[src/rtl/stage_wb.sv]
// rtl/stage_wb.sv - writeback stage: load response wait, load formatting, register-file write
module stage_wb #(
  parameter int Width       = 32,
  parameter int LoadTimeout = 16
) (
  input  logic             clk,
  input  logic             rst,
  input  logic             in_valid,
  output logic             in_ready,
  input  logic [4:0]       rd,
  input  logic             rd_valid,
  input  logic [Width-1:0] rd_data,
  input  logic             is_load,
  input  logic [3:0]       op,
  input  logic [1:0]       addr_lo,
  input  logic             flush,
  input  logic             mem_rvalid,
  input  logic [Width-1:0] mem_rdata,
  output logic             wb_we,
  output logic [4:0]       wb_rd,
  output logic [Width-1:0] wb_data,
  output logic             fwd_valid,
  output logic [4:0]       fwd_rd,
  output logic [Width-1:0] fwd_data,
  output logic             busy,
  output logic             load_err
);

  localparam int CntW = (LoadTimeout > 2) ? $clog2(LoadTimeout) : 1;
  localparam logic [CntW-1:0] CntLast = CntW'(LoadTimeout - 1);

  typedef enum logic [1:0] {IDLE, WAIT_RSP, WRITE} state_e;

  state_e           state_q, state_d;
  logic [4:0]       rd_q, rd_d;
  logic             rd_valid_q, rd_valid_d;
  logic [2:0]       funct3_q, funct3_d;
  logic [1:0]       addr_lo_q, addr_lo_d;
  logic [CntW-1:0]  cnt_q, cnt_d;
  logic             wb_we_q, wb_we_d;
  logic [4:0]       wb_rd_q, wb_rd_d;
  logic [Width-1:0] wb_data_q, wb_data_d;
  logic             load_err_q, load_err_d;

  logic unused_op;
  assign unused_op = op[3];

  // Selects the addressed byte/half of the raw word and extends it per funct3.
  function automatic logic [Width-1:0] fmt_load(input logic [2:0] f3, input logic [1:0] a,
                                                input logic [Width-1:0] w);
    logic [7:0]  b;
    logic [15:0] h;
    case (a)
      2'd0:    b = w[7:0];
      2'd1:    b = w[15:8];
      2'd2:    b = w[23:16];
      default: b = w[31:24];
    endcase
    h = a[1] ? w[31:16] : w[15:0];
    case (f3)
      3'b000:  fmt_load = {{(Width-8){b[7]}}, b};
      3'b001:  fmt_load = {{(Width-16){h[15]}}, h};
      3'b100:  fmt_load = {{(Width-8){1'b0}}, b};
      3'b101:  fmt_load = {{(Width-16){1'b0}}, h};
      default: fmt_load = w;
    endcase
  endfunction

  assign in_ready  = (state_q != WAIT_RSP);
  assign busy      = (state_q != IDLE);
  assign wb_we     = wb_we_q;
  assign wb_rd     = wb_rd_q;
  assign wb_data   = wb_data_q;
  assign load_err  = load_err_q;
  assign fwd_valid = wb_we_q;
  assign fwd_rd    = wb_rd_q;
  assign fwd_data  = wb_data_q;

  always_comb begin
    state_d    = state_q;
    rd_d       = rd_q;
    rd_valid_d = rd_valid_q;
    funct3_d   = funct3_q;
    addr_lo_d  = addr_lo_q;
    cnt_d      = cnt_q;
    wb_we_d    = 1'b0;
    wb_rd_d    = wb_rd_q;
    wb_data_d  = wb_data_q;
    load_err_d = 1'b0;
    case (state_q)
      WAIT_RSP: begin
        // flush wins over both a response and the timeout in the same cycle
        if (flush) begin
          state_d = IDLE;
        end else if (mem_rvalid) begin
          state_d   = WRITE;
          wb_we_d   = rd_valid_q & (rd_q != 5'd0);
          wb_rd_d   = rd_q;
          wb_data_d = fmt_load(funct3_q, addr_lo_q, mem_rdata);
        end else if (cnt_q == CntLast) begin
          state_d    = IDLE;
          load_err_d = 1'b1;
        end else begin
          cnt_d = cnt_q + CntW'(1);
        end
      end
      default: begin
        // IDLE and WRITE both accept; a WRITE with no accept drains to IDLE
        if (flush || !in_valid) begin
          state_d = IDLE;
        end else if (is_load) begin
          state_d    = WAIT_RSP;
          rd_d       = rd;
          rd_valid_d = rd_valid;
          funct3_d   = op[2:0];
          addr_lo_d  = addr_lo;
          cnt_d      = '0;
        end else begin
          state_d    = WRITE;
          rd_d       = rd;
          rd_valid_d = rd_valid;
          wb_we_d    = rd_valid & (rd != 5'd0);
          wb_rd_d    = rd;
          wb_data_d  = rd_data;
        end
      end
    endcase
  end

  always_ff @(posedge clk) begin
    if (!rst) begin
      state_q    <= IDLE;
      rd_q       <= '0;
      rd_valid_q <= 1'b0;
      funct3_q   <= '0;
      addr_lo_q  <= '0;
      cnt_q      <= '0;
      wb_we_q    <= 1'b0;
      wb_rd_q    <= '0;
      wb_data_q  <= '0;
      load_err_q <= 1'b0;
    end else begin
      state_q    <= state_d;
      rd_q       <= rd_d;
      rd_valid_q <= rd_valid_d;
      funct3_q   <= funct3_d;
      addr_lo_q  <= addr_lo_d;
      cnt_q      <= cnt_d;
      wb_we_q    <= wb_we_d;
      wb_rd_q    <= wb_rd_d;
      wb_data_q  <= wb_data_d;
      load_err_q <= load_err_d;
    end
  end

endmodule

[config.mk]
export PLATFORM = sky130hd
export DESIGN_NAME = stage_wb
export DESIGN_NICKNAME = d
export VERILOG_FILES = /design/src/rtl/stage_wb.sv
export SDC_FILE = /design/constraint.sdc
export NUM_CORES = 1
export LEC_CHECK = 0
export CORE_UTILIZATION = 37
export CTS_CLUSTER_DIAMETER = 120
export DETAILED_ROUTE_END_ITERATION = 10
export GPL_ROUTABILITY_DRIVEN = 0
export PLACE_DENSITY_LB_ADDON = 0.3
export SYNTH_ARGS = -nofsm -noshare
export SYNTH_HDL_FRONTEND = slang
export SYNTH_SLANG_ARGS = --single-unit
[constraint.sdc]
create_clock -name clk -period 1.7 [get_ports clk]
set_clock_uncertainty 0.05 [all_clocks]
set_input_delay 0.34 -clock clk [delete_from_list [all_inputs] [get_ports clk]]
set_output_delay 0.34 -clock clk [all_outputs]
set_load 0.01 [all_outputs]
# --- Word level (Yosys, flattened, before mapping) ---
# Cells that the tools add are included.
op_classes:
  n_addsub: 1
  n_eq_ne: 15
  muxes: 31
  bitwise: 5
  reduce_logical: 13
op_table:
  columns: ["operator", "count"]
  rows:
  - ["32-bit two-way mux", 5]
  - ["32-bit case mux with 4 select lines", 1]
  - ["5-bit two-way mux", 5]
  - ["4-bit two-way mux", 6]
  - ["8-bit case mux with 3 select lines", 1]
  - ["16-bit two-way mux", 1]
  - ["2-bit two-way mux", 6]
  - ["5-bit nonzero test", 2]
  - ["2-bit != test, second input constant", 4]
  - ["3-bit == test, second input constant", 2]
  - ["1-bit two-way mux", 6]
  - ["2-bit by 1-bit != test with 1-bit output, second input constant", 3]
  - ["5-bit AND reduction", 1]
  - ["4-bit by 1-bit adder with 4-bit output, second input constant", 1]
  - ["2-bit by 1-bit == test with 1-bit output, second input constant", 2]
  - ["4-bit == test, second input constant", 1]
  - ["4-bit != test, second input constant", 1]
  - ["4-bit AND reduction", 1]
  - ["2-bit nonzero test", 2]
  - ["4-bit OR reduction", 1]
  - ["3-bit by 1-bit == test with 1-bit output, second input constant", 1]
  - ["3-bit logical NOT", 1]
  - ["1-bit NOT", 3]
  - ["3-bit AND reduction", 1]
  - ["6 further kinds", 7]
totals:
  reg_bits: 56
  input_bits: 82
  elab_cells: 75

# --- Longest topological paths before layout ---
# Gate-level depths: netlist of the first run.
depth:
  ltp_word: 6
  mapped_depth: 9
  depth_no_buf: 6

# --- Least setup slack after synthesis of the first run ---
# Ideal clock, no wire load.
synth_path:
  path_kind: "reg2reg"
  start: "register addr_lo_q[1]"
  end: "register wb_data_q[21] (netlist: fwd_data[21])"
  arrival_time_ns: 1.548
  slack_ns: -0.014
  path_stages_with_launch: 7
  path_buffers: 2
  synth_period_minus_slack_ns: 1.714
  cell_sequence: "dfxtp_1 buf_6 mux2_4 a311oi_4 buf_6 a211oi_1 a31o_1"
synth_between:
  elab_chain_len: 6
synth_lines:
  columns: ["item", "line_no", "source"]
  rows:
  - ["start, declared", "38", "logic [1:0] addr_lo_q, addr_lo_d;"]
  - ["start signal, assigned", "147", "addr_lo_q <= addr_lo_d;"]
  - ["2-bit == test, or another cell as far along", "53", "case (a)"]
  - ["8-bit case mux with 3 select lines", "53", null]
  - ["32-bit case mux with 4 select lines *", "60", "case (f3)"]
  - ["32-bit two-way mux *", "95", "end else if (mem_rvalid) begin"]
  - ["32-bit two-way mux *", "93", "if (flush) begin"]
  - ["32-bit two-way mux *", "90", "case (state_q)"]
  - ["end signal, assigned", "151", "wb_data_q <= wb_data_d;"]
  - ["end, declared", "42", "logic [Width-1:0] wb_data_q, wb_data_d;"]
# Mark *: on every way between the ends. The rest lies on a longest branch, timed or not. The select of a mux whose other input is x is not followed.
# A chain may end at the register's enable or synchronous reset.

# --- Worst setup path in the final report of the first run ---
layout_path:
  start: "input mem_rdata[15]"
  end: "register wb_data_q[18] (netlist: fwd_data[18])"
layout_between:
  elab_chain_len: 5
layout_lines:
  columns: ["item", "line_no", "source"]
  rows:
  - ["start, declared", "18", "input logic [Width-1:0] mem_rdata,"]
  - ["8-bit case mux with 3 select lines or 16-bit two-way mux (tied branches)", "53, 59", null]
  - ["32-bit case mux with 4 select lines *", "60", null]
  - ["32-bit two-way mux *", "95", null]
  - ["32-bit two-way mux *", "93", null]
  - ["32-bit two-way mux *", "90", null]
# Marked as above.

==> results of run 1 <==
[flip-flops by register name, indices dropped and copies added, names as in the netlist]
signal and count:
addr_lo_q 2, cnt_q 4, funct3_q 3, fwd_data 32, fwd_rd 5, fwd_valid 1, load_err 1, rd_q 5
rd_valid_q 1, state_q 2
[metal layers]
metal  global-route usage, %  wire length [µm]  up-vias
met3                   5.396               901       11
met2                   38.95              5519      185
met5                       0                 0        -
met1                   29.54              4711     1741
li1                        -                 -     1709
met4                   4.864                96        0
[final cells by class]
type,instances,area [µm²],area share (%)
timing repair buffer,203,2023,38.16
multi-input combinational,264,1887,35.59
sequential,56,1134,21.38
tap,108,135.1,2.549
clock buffer,5,68.82,1.298
clock inverter,3,42.54,0.8025
inverter,3,11.26,0.2124
[worst paths after layout]
kind              slack, ns                       from                        end
setup reg to reg       0.02  addr_lo_q[1]$_SDFFE_PN0P_  fwd_data[18]$_SDFFE_PN0P_
hold / removal         0.43   fwd_data[7]$_SDFFE_PN0P_   fwd_data[7]$_SDFFE_PN0P_
hold reg to reg        0.43   fwd_data[7]$_SDFFE_PN0P_   fwd_data[7]$_SDFFE_PN0P_
setup / recovery      -0.02              mem_rdata[15]  fwd_data[18]$_SDFFE_PN0P_
[metrics by stage]
step	TNS, ns	util (%)
after global routing	-0.4608	60.49
after floorplan	0	-
after global placement	-11.87	56.98
after detailed placement	-14.06	56.98
after CTS	-0.5405	59.31
final	-0.03871	60.49
[cells in the final DEF (no fill, tap or decap), drive strengths merged, types with 5 or more instances in the layout]
master and n:
mux2i 7, dfxtp 56, a31o 16, a211oi 16
nand2 37, dlymetal6s2s 5, a22oi 16, or3 9
o211ai 7, clkdlybuf4s50 149, mux2 8, o21ai 33
a31oi 8, o2111ai 9, clkbuf 6, nor2b 19
a21boi 8, o211a 5, buf 45, a221oi 7
nand3 28
[power by group]
| part | internal (mW) | switching [mW] | total (mW) | leakage [nW] |
|---|---|---|---|---|
| clock network | 0.437 | 0.456 | 0.893 | 0.0541 |
| logic | 0.473 | 0.337 | 0.810 | 1.50 |
| registers | 1.37 | 0.0487 | 1.41 | 0.459 |
| total | 2.27 | 0.841 | 3.12 | 2.01 |
[what timing repair did]
item / in CTS / in global routing
endpoints found under the hold margin: 0 / 0
endpoints found under the setup margin: 29 / 44
buffers inserted: 3 / 3
pin swaps: 0 / 7
gates cloned: 1 / 0
gates resized for setup: 16 / 36
[synthesized netlist by cell type, types with 2 or more instances]
master,number
a31oi_1,8
buf_4,41
or4_1,2
a21boi_0,3
buf_6,4
clkbuf_1,25
mux2_2,7
o2111ai_1,9
or2_2,2
a31o_1,16
a22oi_1,16
dfxtp_1,56
and3_1,2
buf_2,5
inv_2,2
or3_1,9
nor2_1,3
and2_1,3
mux2i_1,7
a221oi_1,7
a21boi_1,5
nand4_1,2
nand2_1,37
or2_1,2
a21oi_1,3
nor2b_1,19
o211ai_1,7
nand3_1,28
a211oi_1,16
o211a_1,5
o21ai_0,26
o21ai_1,7
[worst max-delay path, stage by stage]
cell and delay (ns):
clkdlybuf4s50_1 0.44, mux2_4 0.30, a311oi_4 0.32, buf_6 0.21
a211oi_2 0.08, a31o_1 0.19
[kinds of logic after synthesis]
group / Yosys count
buffers and inverters: 78
xor gates and xnor gates: 2
DFF: 56
adders and majority gates: 1
and+or+nand+nor: 115
AOI/OAI and AO/OA: 131
muxes: 15
==> flow_summary.yaml, run 1 <==
die:
  ios: 161
  die_h_um: 97.41
  die_w_um: 97.41
  initial_core_util_pct: 38.44
  dieArea_um2: 9489
  coreArea_um2: 8763
  core.rowCount: 34
sta:
  finalMaxSlewViolations: 0
  rsz0062_at_grt: "true"
  fin_ws_ns: -0.01982
  setup_violations: 5
  worstMarginPinSlew_ns: 0.5065
  period_minus_slack_ns: 1.720
  max_slew_margin_pct: 66.23
  period_share_pct: 101.2
  final_hold_viol_count: 0
  worst_hold_slack_ns: 0.4294
  fmax_ghz: 0.5815
setup_path:
  crit_type: "primary input to flip-flop"
  path_max_fanout: 8
  critPathRequiredTime_ns: 1.87
  cp.arrival_ns: 1.89
  worstRegToRegCells: 5
  cp-start-kind: "primary input"
  critPathCaptureType: "flip-flop"
drt:
  antenna_left: 0
  drt-total-wl_um: 11230
  drtIter0Drc: 184
  first_pass_iters: 5
  drc: 0
  wl_per_cell_um: 17.49
  via_count: 3646
  vias_per_cell: 5.679
place:
  place_area_um2: 4994
  place_inst: 629
  pre_cts_slack_ns: -0.3853
  hpwl_um: 8147
  numPortBuffers: 159
status:
  outcome: "finished with violations"
  violations: "negative setup slack"
synth:
  synth_compound_area_share_pct: 28.42
  synth-edff-count: 0
  syn_avg_cell_area_um2: 8.463
  synth_top_family_by_area: "compound AO/OA/AOI/OAI gates"
  ys_warn_count: 0
  synthMuxAreaShare_pct: 4.866
  ys_ff_latch: 56
  yosys.area_share.simple_pct: 18.20
  synth.cell_area_um2: 3368
  seq_area_frac_synth_pct: 33.28
  synthesis.instances: 398
  syn_nets: 481
  synth_xor_area_share_pct: 0.5201
  synth_flop_cell: "dfxtp_1"
  yosys.cell_types.count: 46
  yosysTopAreaCellShare_pct: 33.28
  synth_top_area_cell: "dfxtp_1"
  synthArstFlopShare_pct: 0
  synthAdderAreaFrac_pct: 0.3715
  ys_top_cells_by_area: "dfxtp_1, buf_4, a31o_1"
pwr:
  power-per-cell-area_nw_per_um2: 587.8
  leakagePower_nw: 2.009
  vdd_drop_max_uv: 443.2
  total_power_mw: 3.116
global_route:
  first_global_vias: 3536
  grt_max_degree: 38
  grt_usage_pct: 22.94
  grt_pass1_wl_um: 17710
  antenna_found_initial: 0
  grt_overflow: 0
cts:
  root_buffer: "clkbuf_8"
  path_clk_slew_ns: 0.10
  clk-insertion-delay-late_ns: 0.31
  cts.sinks: 56
  cts_buffer_depth: 2
  htree_levels: 2
  cts_tree: "done"
  numCtsBuffers: 5
  hold_buffers: 0
final_layout:
  insertedDiodeCount: 0
  fillCellCount: 782
  layoutNonFillerInstCount: 642
  drive_above_1_share_pct: 17.98
  synthToLayoutAreaGrowth_pct: 57.39
  num-nets-final: 616
  fin_area_um2: 5301
run:
  maxCapViolCount: 0
min_path:
  hold_class: "flip-flop to flip-flop"
  whs_path_depth: 2
(Power assumes the default switching activity.)
==> inputs of run 2 (changes only) <==
--- a/config.mk
+++ b/config.mk
@@ -10,6 +10,7 @@
 export DETAILED_ROUTE_END_ITERATION = 10
 export GPL_ROUTABILITY_DRIVEN = 0
 export PLACE_DENSITY_LB_ADDON = 0.3
+export SKIP_LAST_GASP = 1
 export SYNTH_ARGS = -nofsm -noshare
 export SYNTH_HDL_FRONTEND = slang
 export SYNTH_SLANG_ARGS = --single-unit
==> flow_summary.yaml, run 2 (same netlist as run 1, synthesis figures left out) <==
drt:
  drtIter0Drc: 171
  wl_per_cell_um: 17.51
  via_count: 3631
  drc: 0
  drt-total-wl_um: 11240
  first_pass_iters: 5
  vias_per_cell: 5.656
  antenna_left: 0
die:
  dieArea_um2: 9489
  core.rowCount: 34
  die_w_um: 97.41
  initial_core_util_pct: 38.44
  die_h_um: 97.41
  coreArea_um2: 8763
  ios: 161
min_path:
  worst_hold_startpoint: "fwd_data[7]$_SDFFE_PN0P_"
  min_to: "fwd_data[7]$_SDFFE_PN0P_"
  whs_path_depth: 2
  hold_class: "flip-flop to flip-flop"
sta:
  setup_tns_ns: -0.01262
  worst_hold_slack_ns: 0.4304
  fmax_ghz: 0.5849
  rsz0062_at_grt: "true"
  max_slew_margin_pct: 66.08
  period_share_pct: 100.6
  period_minus_slack_ns: 1.710
  fin_ws_ns: -0.009754
  setup_violations: 2
  finalMaxSlewViolations: 0
  final_hold_viol_count: 0
  worstMarginPinSlew_ns: 0.5087
final_layout:
  final_common_cell: "clkdlybuf4s50_1"
  synthToLayoutAreaGrowth_pct: 57.24
  drive_above_1_share_pct: 17.98
  insertedDiodeCount: 0
  num-nets-final: 616
  seqCellArea_um2: 1134
  final_cell_mix: "clkdlybuf4s50_1, dfxtp_1, nand2_1, buf_4, nand3_1"
  fin_util_pct: 60.44
  fin_area_um2: 5296
  multi_input_area_um2: 1882
  largest_reg_flops: 32
  fillCellCount: 780
cts:
  numCtsBuffers: 5
  clk-insertion-delay-late_ns: 0.31
  cts_buffer_depth: 2
  hold_buffers: 0
  root_buffer: "clkbuf_8"
  path_clk_slew_ns: 0.10
  cts_tree: "done"
  cts.sinks: 56
  htree_levels: 2
global_route:
  grt_max_degree: 38
  grt_pass1_wl_um: 17710
  first_global_vias: 3536
  grt_overflow: 0
  grt_usage_pct: 22.94
  antenna_found_initial: 0
pwr:
  vdd_drop_max_uv: 443.7
  power.switching_mw: 0.8436
  internal_power_mw: 2.274
  clkPwrFrac_pct: 28.7
  leakagePower_nw: 2.009
  seq_power_share_pct: 45.3
  power-per-cell-area_nw_per_um2: 588.7
  combPwrFrac_pct: 25.9
  netSwitchingFraction_pct: 27.05
setup_path:
  cp.arrival_ns: 1.88
  cp_cell_sequence: "clkdlybuf4s50_1 -> mux2_4 -> a311oi_4 -> buf_6 -> a211oi_2 -> a31o_1"
  cpPeakStageDelay_ns: 0.44
  crit_buf_inv: 2
  worstRegToRegCells: 5
  r2r_slack_ns: 0.03
  regToRegEndpoint: "fwd_data[18]$_SDFFE_PN0P_"
  crit_slowest_cell: "clkdlybuf4s50_1"
  cp-start-kind: "primary input"
  critPathRequiredTime_ns: 1.87
  cp_top_family: "buffers and inverters"
  critPathCaptureType: "flip-flop"
  r2r_start: "addr_lo_q[1]$_SDFFE_PN0P_"
  crit_type: "primary input to flip-flop"
  path_max_fanout: 8
place:
  hpwl_um: 8147
  pre_cts_slack_ns: -0.3853
  numPortBuffers: 159
  place_area_um2: 4994
status:
  violations: "negative setup slack"
  outcome: "finished with violations"
run:
  maxCapViolCount: 0
[run 2: cell counts in the layout (fill, tap and decap cells not counted)]
No cell type changed its count.
[run 2: metal layers]
| layer | track usage (%) | wire (µm) | vias to the layer above |
|---|---|---|---|
| li1 | - | - | 1711 |
| met1 | 29.54 | 4744 | 1739 |
| met2 | 38.95 | 5502 | 171 |
| met3 | 5.396 | 904 | 10 |
| met4 | 4.864 | 89 | 0 |
| met5 | 0 | 0 | - |
[run 2: final cells by class]
cell class	instances	area share [%]
Clock buffer	5	1.299
Clock inverter	3	0.8032
Inverter	3	0.2126
Multi-Input combinational cell	264	35.53
Sequential cell	56	21.40
Tap cell	108	2.551
Timing Repair Buffer	203	38.20
[run 2: per-stage QoR]
step	total power, mW	instances
floorplan	1.776	398
global placement	2.201	629
detailed placement	2.213	629
CTS	3.118	641
global route	3.262	642
finish	3.118	642
[run 2: how the worst max path moves through the flow]
stage / from / to / slack (ns) / depth (start not counted)
6_report: mem_rdata[15] / fwd_data[18]$_SDFFE_PN0P_ / -0.01 / 6
5_1_grt: state_q[0]$_SDFFE_PN0P_ / fwd_data[18]$_SDFFE_PN0P_ / -0.04 / 7
4_1_cts: mem_rvalid / fwd_data[31]$_SDFFE_PN0P_ / -0.05 / 7
3_5_place_dp: mem_rvalid / fwd_data[29]$_SDFFE_PN0P_ / -0.39 / 7
3_3_place_gp: mem_rvalid / cnt_q[3]$_SDFFE_PN0P_ / -0.33 / 6
2_1_floorplan: addr_lo_q[1]$_SDFFE_PN0P_ / fwd_data[21]$_SDFFE_PN0P_ / 0.02 / 6
[run 2: power by group through the flow]
stage          clock network [mW]  logic, mW  registers, mW
6_report                    0.895      0.809           1.41
2_1_floorplan                   0      0.329           1.45
3_5_place_dp                    0      0.771           1.44
4_1_cts                     0.915      0.790           1.41
5_1_grt                     0.979      0.861           1.42
3_3_place_gp                    0      0.762           1.44
[run 2: timing repair]
| action | 4_1_cts | 5_1_grt |
|---|---|---|
| resized for setup | 15 | 36 |
| pin swaps | 0 | 5 |
| buffers inserted | 3 | 3 |
| endpoints found under the setup margin | 29 | 44 |
| gates cloned | 1 | 0 |
[run 2: worst register-to-register path: stages (launching register included)]
cell      delay, ns
dfxtp_4        0.40
mux2_4         0.33
a311oi_4       0.32
buf_6          0.20
a211oi_2       0.08
a31o_1         0.19
==> inputs of run 3 (changes only) <==
--- a/config.mk
+++ b/config.mk
@@ -5,6 +5,7 @@
 export SDC_FILE = /design/constraint.sdc
 export NUM_CORES = 1
 export LEC_CHECK = 0
+export CORE_MARGIN = 3
 export CORE_UTILIZATION = 37
 export CTS_CLUSTER_DIAMETER = 120
 export DETAILED_ROUTE_END_ITERATION = 10
==> flow_summary.yaml, run 3 (same netlist as run 1, synthesis figures left out) <==
sta:
  rsz0062_at_grt: "true"
  fin_ws_ns: 0.008683
  setup_violations: 0
  setup_tns_ns: 0
  fmax_ghz: 0.5913
  worstMarginPinSlew_ns: 0.3803
  period_share_pct: 99.49
  final_hold_viol_count: 0
  max_slew_margin_pct: 74.65
  period_minus_slack_ns: 1.691
  finalMaxSlewViolations: 0
cts:
  cts_tree: "done"
  root_buffer: "clkbuf_8"
  hold_buffers: 0
  clk-insertion-delay-late_ns: 0.31
  numCtsBuffers: 5
  htree_levels: 2
  cts_buffer_depth: 2
  cts.sinks: 56
  path_clk_slew_ns: 0.10
drt:
  vias_per_cell: 5.488
  via_count: 3523
  antenna_left: 0
  drc: 0
  first_pass_iters: 5
  wl_per_cell_um: 17.45
  drt-total-wl_um: 11210
  drtIter0Drc: 171
setup_path:
  cp_cell_sequence: "clkdlybuf4s50_1 -> mux2i_2 -> nor4_2 -> a311oi_4 -> buf_12 -> a211oi_1 -> a31o_1"
  cp.arrival_ns: 1.85
  cp_top_family: "buffers and inverters"
  cpPeakStageDelay_ns: 0.46
  path_max_fanout: 16
  crit_type: "primary input to flip-flop"
  critPathCaptureType: "flip-flop"
  crit_slowest_cell: "clkdlybuf4s50_1"
  crit_buf_inv: 2
  cp-start-kind: "primary input"
  critPathRequiredTime_ns: 1.86
status:
  outcome: "complete, no violations"
die:
  dieArea_um2: 10280
  initial_core_util_pct: 38.44
  coreArea_um2: 8763
  die_h_um: 101.4
  core.rowCount: 34
  ios: 161
  die_w_um: 101.4
final_layout:
  synthToLayoutAreaGrowth_pct: 53.79
  final_cell_mix: "clkdlybuf4s50_1, dfxtp_1, buf_4, nand2_1, nand3_1"
  num-nets-final: 616
  drive_above_1_share_pct: 16.67
  final_common_cell: "clkdlybuf4s50_1"
  fin_area_um2: 5180
  insertedDiodeCount: 0
  largest_reg_flops: 32
global_route:
  grt_overflow: 0
  first_global_vias: 3454
  grt_usage_pct: 21.12
  grt_max_degree: 50
  grt_pass1_wl_um: 17420
  antenna_found_initial: 0
min_path:
  hold_class: "flip-flop to flip-flop"
pwr:
  leakagePower_nw: 1.966
  power-per-cell-area_nw_per_um2: 566.7
  vdd_drop_max_uv: 374.8
  total_power_mw: 2.935
place:
  hpwl_um: 8505
  pre_cts_slack_ns: -0.4054
  place_area_um2: 4999
  numPortBuffers: 159
run:
  maxCapViolCount: 0
## run 3: per-stage QoR
| stage | hold WS [ns] | cells | util [%] |
|---|---|---|---|
| global placement | 0.4123 | 633 | 57.04 |
| floorplan | 0.3887 | 398 | - |
| global route | 0.4332 | 642 | 59.11 |
| CTS | 0.4310 | 641 | 58.40 |
| finish | 0.4348 | 642 | 59.11 |
| detailed placement | 0.4168 | 633 | 57.04 |
## run 3: layer usage
layer / vias up / global-route usage (%) / part of all wire [%] / routed length, µm
met2: 160 / 36.12 / 48 / 5412
met5: - / 0 / 0 / 0
li1: 1704 / - / - / -
met3: 11 / 4.821 / 8.6 / 960
met4: 0 / 4.601 / 0.87 / 98
met1: 1648 / 27.17 / 42 / 4734
## run 3: worst register-to-register path, stage by stage, from the launching register on
cell and delay (ns):
dfxtp_4 0.40, mux2i_2 0.27, nor4_2 0.08, a311oi_4 0.30, buf_12 0.19, a211oi_1 0.08
a31o_1 0.19
## run 3: timing repair
| action | 4_1_cts | 5_1_grt |
|---|---|---|
| setup buffers | 0 | 1 |
| pin swaps | 0 | 3 |
| endpoints found under the setup margin | 31 | 45 |
| resized for setup | 14 | 22 |
## run 3: path summary, 6_finish.rpt
path                        startpoint                   endpoint  slack (ns)  cells after the start
min           fwd_data[7]$_SDFFE_PN0P_   fwd_data[7]$_SDFFE_PN0P_        0.43                      2
max reg2reg  addr_lo_q[1]$_SDFFE_PN0P_  fwd_data[22]$_SDFFE_PN0P_        0.05                      6
min reg2reg   fwd_data[7]$_SDFFE_PN0P_   fwd_data[7]$_SDFFE_PN0P_        0.43                      2
max                       mem_rdata[7]  fwd_data[22]$_SDFFE_PN0P_       0.009                      7
## run 3: final cells by class
cell class / instances / area, µm²
Clock buffer: 5 / 68.82
Fill cell: 773 / 3583
Inverter: 3 / 11.26
Multi-Input combinational cell: 264 / 1824
Timing Repair Buffer: 203 / 1986
Sequential cell: 56 / 1136
Tap cell: 108 / 135.1
Clock inverter: 3 / 18.77
## run 3: report_power, final
| group | switching [mW] | leakage (nW) | internal, mW |
|---|---|---|---|
| clock | 0.447 | 0.0479 | 0.289 |
| combinational | 0.328 | 1.46 | 0.461 |
| sequential | 0.0463 | 0.460 | 1.36 |
| total | 0.821 | 1.97 | 2.11 |
